===== src/rtl/ps2_kbd_rx.sv =====
// ps2_kbd_rx: PS/2 keyboard receiver.
// Synchronises the PS/2 clock/data pair, deserialises 11-bit frames and checks
// their start, parity and stop bits. E0 (extended) and F0 (release) prefixes are
// folded into 10-bit key events {pressed, extended, code}, which are buffered in
// a small FIFO with a registered head.
// Optional feature: define PS2_TIMEOUT_EN to abort a partial frame after
// TIMEOUT_CYC clk_sys cycles without a falling PS/2 clock edge.
module ps2_kbd_rx #(
    parameter int FIFO_AW = 3
`ifdef PS2_TIMEOUT_EN
    ,
    parameter int TIMEOUT_CYC = 20000
`endif
) (
    input  logic       clk_sys,
    input  logic       reset,
    input  logic       ps2_clk,
    input  logic       ps2_data,
    output logic [9:0] ev_data,
    output logic       ev_valid,
    input  logic       ev_ready,
    output logic       overflow,
    output logic       frame_err,
    output logic [7:0] err_cnt,
    output logic       timeout
);

    typedef enum logic [1:0] {
        S_IDLE   = 2'd0,
        S_DATA   = 2'd1,
        S_PARITY = 2'd2,
        S_STOP   = 2'd3
    } state_t;

    localparam int DEPTH = 1 << FIFO_AW;

    // Input synchronisers and falling-edge detector
    logic r_clk_m, r_clk_s, r_clk_prev;
    logic r_dat_m, r_dat_s;
    logic w_fall;

    // Frame FSM
    state_t     r_state;
    logic [2:0] r_bit_cnt;
    logic [7:0] r_shreg;
    logic       r_par;
    logic       r_byte_rdy;
    logic       r_frame_err;
    logic       r_abort;
    logic [7:0] r_err_cnt;

    // Prefix decoder
    logic       r_ext;
    logic       r_rel;
    logic       r_push;
    logic [9:0] r_push_data;

    // Event FIFO
    logic [9:0]       r_mem [DEPTH];
    logic [FIFO_AW:0] r_wr_ptr, r_rd_ptr;
    logic [FIFO_AW:0] w_wr_nxt, w_rd_nxt;
    logic             w_full, w_pop, w_wr_en;
    logic [9:0]       w_head_nxt;
    logic [9:0]       r_ev_data;
    logic             r_ev_valid;
    logic             r_overflow;

`ifdef PS2_TIMEOUT_EN
    localparam int TW = $clog2(TIMEOUT_CYC + 1);
    logic [TW-1:0] r_to_cnt;
    logic          r_timeout;
`endif

    // Two-flop synchronisers (preset high, matching the idle bus) plus edge history
    always_ff @(posedge clk_sys or posedge reset) begin
        if (reset) begin
            r_clk_m    <= 1'b1;
            r_clk_s    <= 1'b1;
            r_clk_prev <= 1'b1;
            r_dat_m    <= 1'b1;
            r_dat_s    <= 1'b1;
        end else begin
            r_clk_m    <= ps2_clk;
            r_clk_s    <= r_clk_m;
            r_clk_prev <= r_clk_s;
            r_dat_m    <= ps2_data;
            r_dat_s    <= r_dat_m;
        end
    end

    assign w_fall = r_clk_prev & ~r_clk_s;

    // Frame FSM: advances on each synchronised falling PS/2 clock edge
    always_ff @(posedge clk_sys or posedge reset) begin
        if (reset) begin
            r_state     <= S_IDLE;
            r_bit_cnt   <= 3'd0;
            r_shreg     <= 8'd0;
            r_par       <= 1'b0;
            r_byte_rdy  <= 1'b0;
            r_frame_err <= 1'b0;
            r_abort     <= 1'b0;
`ifdef PS2_TIMEOUT_EN
            r_to_cnt    <= '0;
            r_timeout   <= 1'b0;
`endif
        end else begin
            r_byte_rdy  <= 1'b0;
            r_frame_err <= 1'b0;
            r_abort     <= 1'b0;
`ifdef PS2_TIMEOUT_EN
            r_timeout   <= 1'b0;
`endif
            if (w_fall) begin
`ifdef PS2_TIMEOUT_EN
                r_to_cnt <= '0;
`endif
                case (r_state)
                    S_IDLE: begin
                        if (!r_dat_s) begin
                            r_state   <= S_DATA;
                            r_bit_cnt <= 3'd0;
                        end else begin
                            // Start bit of 1 is a spurious start
                            r_frame_err <= 1'b1;
                        end
                    end
                    S_DATA: begin
                        r_shreg   <= {r_dat_s, r_shreg[7:1]};
                        r_bit_cnt <= r_bit_cnt + 3'd1;
                        if (r_bit_cnt == 3'd7) begin
                            r_state <= S_PARITY;
                        end else begin
                            r_state <= S_DATA;
                        end
                    end
                    S_PARITY: begin
                        r_par   <= r_dat_s;
                        r_state <= S_STOP;
                    end
                    S_STOP: begin
                        if (r_dat_s && (^{r_shreg, r_par})) begin
                            r_byte_rdy <= 1'b1;
                        end else begin
                            r_frame_err <= 1'b1;
                            r_abort     <= 1'b1;
                        end
                        r_state <= S_IDLE;
                    end
                    default: begin
                        r_state <= S_IDLE;
                    end
                endcase
            end
`ifdef PS2_TIMEOUT_EN
            else if (r_state != S_IDLE) begin
                if (r_to_cnt == TW'(TIMEOUT_CYC - 1)) begin
                    r_state     <= S_IDLE;
                    r_to_cnt    <= '0;
                    r_timeout   <= 1'b1;
                    r_frame_err <= 1'b1;
                    r_abort     <= 1'b1;
                end else begin
                    r_to_cnt <= r_to_cnt + TW'(1);
                end
            end else begin
                r_to_cnt <= '0;
            end
`endif
        end
    end

`ifdef PS2_TIMEOUT_EN
    assign timeout = r_timeout;
`else
    assign timeout = 1'b0;
`endif

    // Saturating error counter
    always_ff @(posedge clk_sys or posedge reset) begin
        if (reset) begin
            r_err_cnt <= 8'd0;
        end else if (r_frame_err && (r_err_cnt != 8'hFF)) begin
            r_err_cnt <= r_err_cnt + 8'd1;
        end else begin
            r_err_cnt <= r_err_cnt;
        end
    end

    // Prefix decoder: E0/F0 set flags, any other byte becomes an event
    always_ff @(posedge clk_sys or posedge reset) begin
        if (reset) begin
            r_ext       <= 1'b0;
            r_rel       <= 1'b0;
            r_push      <= 1'b0;
            r_push_data <= 10'd0;
        end else begin
            r_push <= 1'b0;
            if (r_byte_rdy) begin
                if (r_shreg == 8'hE0) begin
                    r_ext <= 1'b1;
                end else if (r_shreg == 8'hF0) begin
                    r_rel <= 1'b1;
                end else begin
                    r_push      <= 1'b1;
                    r_push_data <= {~r_rel, r_ext, r_shreg};
                    r_ext       <= 1'b0;
                    r_rel       <= 1'b0;
                end
            end else if (r_abort) begin
                r_ext <= 1'b0;
                r_rel <= 1'b0;
            end else begin
                r_ext <= r_ext;
                r_rel <= r_rel;
            end
        end
    end

    // FIFO next-state: pointer updates and the head value for the next cycle
    always_comb begin
        w_pop    = r_ev_valid & ev_ready;
        w_full   = (r_wr_ptr[FIFO_AW] != r_rd_ptr[FIFO_AW]) &&
                   (r_wr_ptr[FIFO_AW-1:0] == r_rd_ptr[FIFO_AW-1:0]);
        w_wr_en  = r_push & (~w_full | w_pop);
        w_wr_nxt = r_wr_ptr;
        w_rd_nxt = r_rd_ptr;
        if (w_wr_en) begin
            w_wr_nxt = r_wr_ptr + (FIFO_AW+1)'(1);
        end else begin
            w_wr_nxt = r_wr_ptr;
        end
        if (w_pop) begin
            w_rd_nxt = r_rd_ptr + (FIFO_AW+1)'(1);
        end else begin
            w_rd_nxt = r_rd_ptr;
        end
        // The slot being written this cycle becomes the head if the read pointer lands on it
        if (w_wr_en && (w_rd_nxt[FIFO_AW-1:0] == r_wr_ptr[FIFO_AW-1:0])) begin
            w_head_nxt = r_push_data;
        end else begin
            w_head_nxt = r_mem[w_rd_nxt[FIFO_AW-1:0]];
        end
    end

    // FIFO storage array
    always_ff @(posedge clk_sys) begin
        if (w_wr_en) begin
            r_mem[r_wr_ptr[FIFO_AW-1:0]] <= r_push_data;
        end
    end

    // FIFO pointers, registered head and overflow pulse
    always_ff @(posedge clk_sys or posedge reset) begin
        if (reset) begin
            r_wr_ptr   <= '0;
            r_rd_ptr   <= '0;
            r_ev_data  <= 10'd0;
            r_ev_valid <= 1'b0;
            r_overflow <= 1'b0;
        end else begin
            r_wr_ptr   <= w_wr_nxt;
            r_rd_ptr   <= w_rd_nxt;
            r_ev_valid <= (w_wr_nxt != w_rd_nxt);
            r_ev_data  <= w_head_nxt;
            r_overflow <= r_push & w_full & ~w_pop;
        end
    end

    assign ev_data   = r_ev_data;
    assign ev_valid  = r_ev_valid;
    assign overflow  = r_overflow;
    assign frame_err = r_frame_err;
    assign err_cnt   = r_err_cnt;

endmodule


===== config.mk =====
export PLATFORM = sky130hd
export DESIGN_NAME = ps2_kbd_rx
export DESIGN_NICKNAME = d
export VERILOG_FILES = /design/src/rtl/ps2_kbd_rx.sv
export SDC_FILE = /design/constraint.sdc
export NUM_CORES = 1
export LEC_CHECK = 0
export BUFFER_PORTS_ARGS = -buffer_cell sky130_fd_sc_hd__buf_2
export CORE_ASPECT_RATIO = 1.4
export CORE_MARGIN = 2
export CORE_UTILIZATION = 54
export CTS_BUF_LIST = sky130_fd_sc_hd__clkbuf_4 sky130_fd_sc_hd__clkbuf_8
export DETAILED_ROUTE_END_ITERATION = 10
export PLACE_DENSITY = 0.67
export SLEW_MARGIN = 20
export SYNTH_ARGS = -nofsm -noshare
export SYNTH_HDL_FRONTEND = slang
export SYNTH_SLANG_ARGS = --single-unit
export TNS_END_PERCENT = 20

===== constraint.sdc =====
create_clock -name clk_sys -period 3.15 [get_ports clk_sys]
set_input_delay 0.4725 -clock clk_sys [delete_from_list [all_inputs] [get_ports clk_sys]]
set_output_delay 0.4725 -clock clk_sys [all_outputs]
set_load 0.02 [all_outputs]

==> impl_metrics.toml <==
[run_status]
status = "complete, no violations"

[pwr]
p_int_uw = 4090
seqPwrFrac_pct = 35.2
p_switching_uw = 2580
power_leakage_uw = 0.00301
p_comb_share_pct = 42.4
switching_share_pct = 38.7
ir_drop_mv = 0.520
power.density_nw_per_um2 = 906
clockPowerShare_pct = 22.4

[grt]
grt_max_degree = 45
grt_usage_pct = 23.2
grt_pass1_vias = 4633
grt_pass1_wl_um = 23600
gr-total-overflow = 0
antenna_found_initial = 0

[cells_and_area]
final_net_count = 615
fillCellCount = 986
drive_above_1_share_pct = 18.4
diodes = 0
fin_area_um2 = 7360
mostFrequentLayoutCells = "80 x edfxtp_1, 63 x nor2_1, 57 x dfrtp_1, 46 x nand2_1, 43 x nand2b_1"
final_common_cell = "edfxtp_1"
areaGrowthSynthToFinish_pct = 10.5
fin_cells = 764

[clock_network]
ctsHoldBuffers = 0
tritoncts = "done"
clock_sinks = 143
insertion_delay_ns = 0.44
htree_num_levels = 4
cts_made_buffers = 17
ctsResizeCount = 0
clkSlewWorstSetupHoldPaths_ns = 0.08
clock-root-buffer = "clkbuf_8"
cts_buffer_depth = 2
post-cts-setup-buffer-count = 0

[placed_design]
placed_area_um2 = 6950
place_congestion = 0.802
dpl.cell_count = 732
io_buffers = 25
hpwl_um = 9080
pre_cts_slack_ns = 0.597

[run]
drv_cap = 0

[synthesis]
postSynthNetCount = 591
netlist.area_leader.share_pct = 36.1
synth_largest_area_cell = "edfxtp_1"
synth_top_flop_cell = "edfxtp_1"
avgSynthCellArea_um2 = 11.5
syn_area_um2 = 6660
synthTopCellsByArea = "edfxtp_1 36%, dfrtp_1 22%, nand2b_1 4.0%"
synth_warnings = 0
synth-async-reset-ratio_pct = 44.1
seq_area_frac_synth_pct = 59.9
yosys.cell_types.count = 50
synth_edf_count = 80
synthCells = 577
ys_seq_elements = 143

[sta]
slew_headroom_pct = 47.3
fin_crit_sh_pct = 78.2
hold_violations = 0
setup_ws_ns = 0.688
skew_ns = 0.0147
final-setup-viol-count = 0
tightestPinTransition_ns = 0.790
period_minus_slack_ns = 2.46
fmax_mhz = 406
drv_slew = 0
tns_ns = 0
rsz0062_at_grt = "no"

[route]
drt_iter0_drc = 426
vias = 4555
drc = 0
post_drt_wl_per_cell_um = 19.1
vias_per_cell = 5.96
ant_nets = 0
wl_um = 14600
dr.pass1.iters = 6

[critical_path]
cp.required_ns = 3.47
critical-path-max-stage-delay_ns = 0.45
worst-path-buf-inv = 3
critPathCaptureType = "flop"
critPathArrivalTime_ns = 2.79
critPathTopFamily = "compound AO/OA/AOI/OAI gates"
cpMostUsedCell = "buf_4"
path_max_fanout = 22
crit_slowest_cell = "dfrtp_2"
crit_type = "reg -> reg"
crit_path_start_kind = "flop"
cp_cell_sequence = "ha_1 -> buf_4 -> inv_1 -> buf_4 -> a31oi_1 -> a21oi_1 -> a311oi_1 -> o32a_1 -> mux2_2"

[floorplan]
initial_utilization_pct = 54.6
die_y_um = 135
io_pins = 27
core-area_um2 = 12200
dieArea_um2 = 13200
rows = 48
die_w_um = 97.8

[min_path]
hp-class = "in -> reg"
registers in the layout (all words and copies together) (netlist names), 3 cells and up, named ones only:
register / flops
r_shreg: 8
r_bit_cnt: 3
r_push_data: 10
err_cnt: 8
r_wr_ptr: 4
r_mem: 80
r_rd_ptr: 4
ev_data: 10
stage by stage:
| stage | utilization (%) | total power [uW] | hold slack, ns |
|---|---|---|---|
| after floorplan | - | 4520 | 0.345 |
| after global placement | 57.0 | 5120 | 0.346 |
| after detailed placement | 57.0 | 5220 | 0.348 |
| after CTS | 60.4 | 6720 | 0.0969 |
| after global routing | 60.4 | 7120 | 0.0963 |
| final | 60.4 | 6670 | 0.133 |
layout make-up:
class	count	area, um2	share of cell area [%]
clock buffers	19	249	3.38
clock inverters	13	165	2.24
inverters	11	41.3	0.561
multi-input cells	384	2460	33.5
flip-flops and latches	143	3990	54.2
well taps	150	188	2.55
repair buffers	44	268	3.64
routing by layer:
| layer | share of wire [%] | track usage [%] | vias up |
|---|---|---|---|
| met5 | 0 | 0 | - |
| met4 | 2.3 | 10.7 | 0 |
| met3 | 5.6 | 4.44 | 27 |
| met2 | 54 | 41.7 | 149 |
| met1 | 38 | 26.5 | 2245 |
| li1 | - | - | 2134 |
power groups by stage:
stage	Combinational, uW	Clock, uW	Sequential, uW
floorplan	2090	0	2440
global placement	2740	0	2380
detailed placement	2820	0	2390
CTS	2840	1530	2350
global route	3150	1600	2380
finish	2830	1490	2350
synth_stat cells (all sizes together) (2+ instances only):
| cell | number |
|---|---|
| a211oi | 2 |
| a21oi | 14 |
| a221oi | 2 |
| a311oi | 2 |
| a31oi | 20 |
| a32o | 11 |
| and2 | 2 |
| and3 | 4 |
| buf | 17 |
| clkbuf | 22 |
| dfrtp | 58 |
| dfstp | 5 |
| edfxtp | 80 |
| ha | 9 |
| inv | 11 |
| mux2 | 23 |
| nand2 | 46 |
| nand2b | 43 |
| nand3 | 22 |
| nand4 | 4 |
| nor2 | 63 |
| nor2b | 3 |
| nor3 | 24 |
| o21ai | 27 |
| o221ai | 18 |
| xnor2 | 24 |
| xor2 | 6 |
path summary, 6_finish.rpt:
path / from / endpoint / slack [ns] / depth (start not counted)
setup / recovery: r_rd_ptr[0] / ev_data[8] / 0.69 / 9
hold / removal: ps2_clk / r_clk_m / 0.13 / 1
setup reg to reg: r_rd_ptr[0] / ev_data[8] / 0.69 / 9
hold reg to reg: r_dat_m / r_dat_s / 0.36 / 0
max in group asynchronous: reset / r_clk_m / 2.19 / 3
min in group asynchronous: reset / r_push / 0.18 / 2
cells by family after synthesis:
kind of cell             after synthesis  synth area share [%]
XOR/XNOR                              31                  4.70
flip-flops                           143                  59.9
adder cells (fa/ha/maj)                9                  1.69
AND/OR/NAND/NOR                      215                  15.5
AO/OA/AOI/OAI                        104                  10.9
other                                  1                0.0563
buffers and inverters                 50                  3.25
multiplexers                          24                  4.04
(Power assumes the default switching activity.)
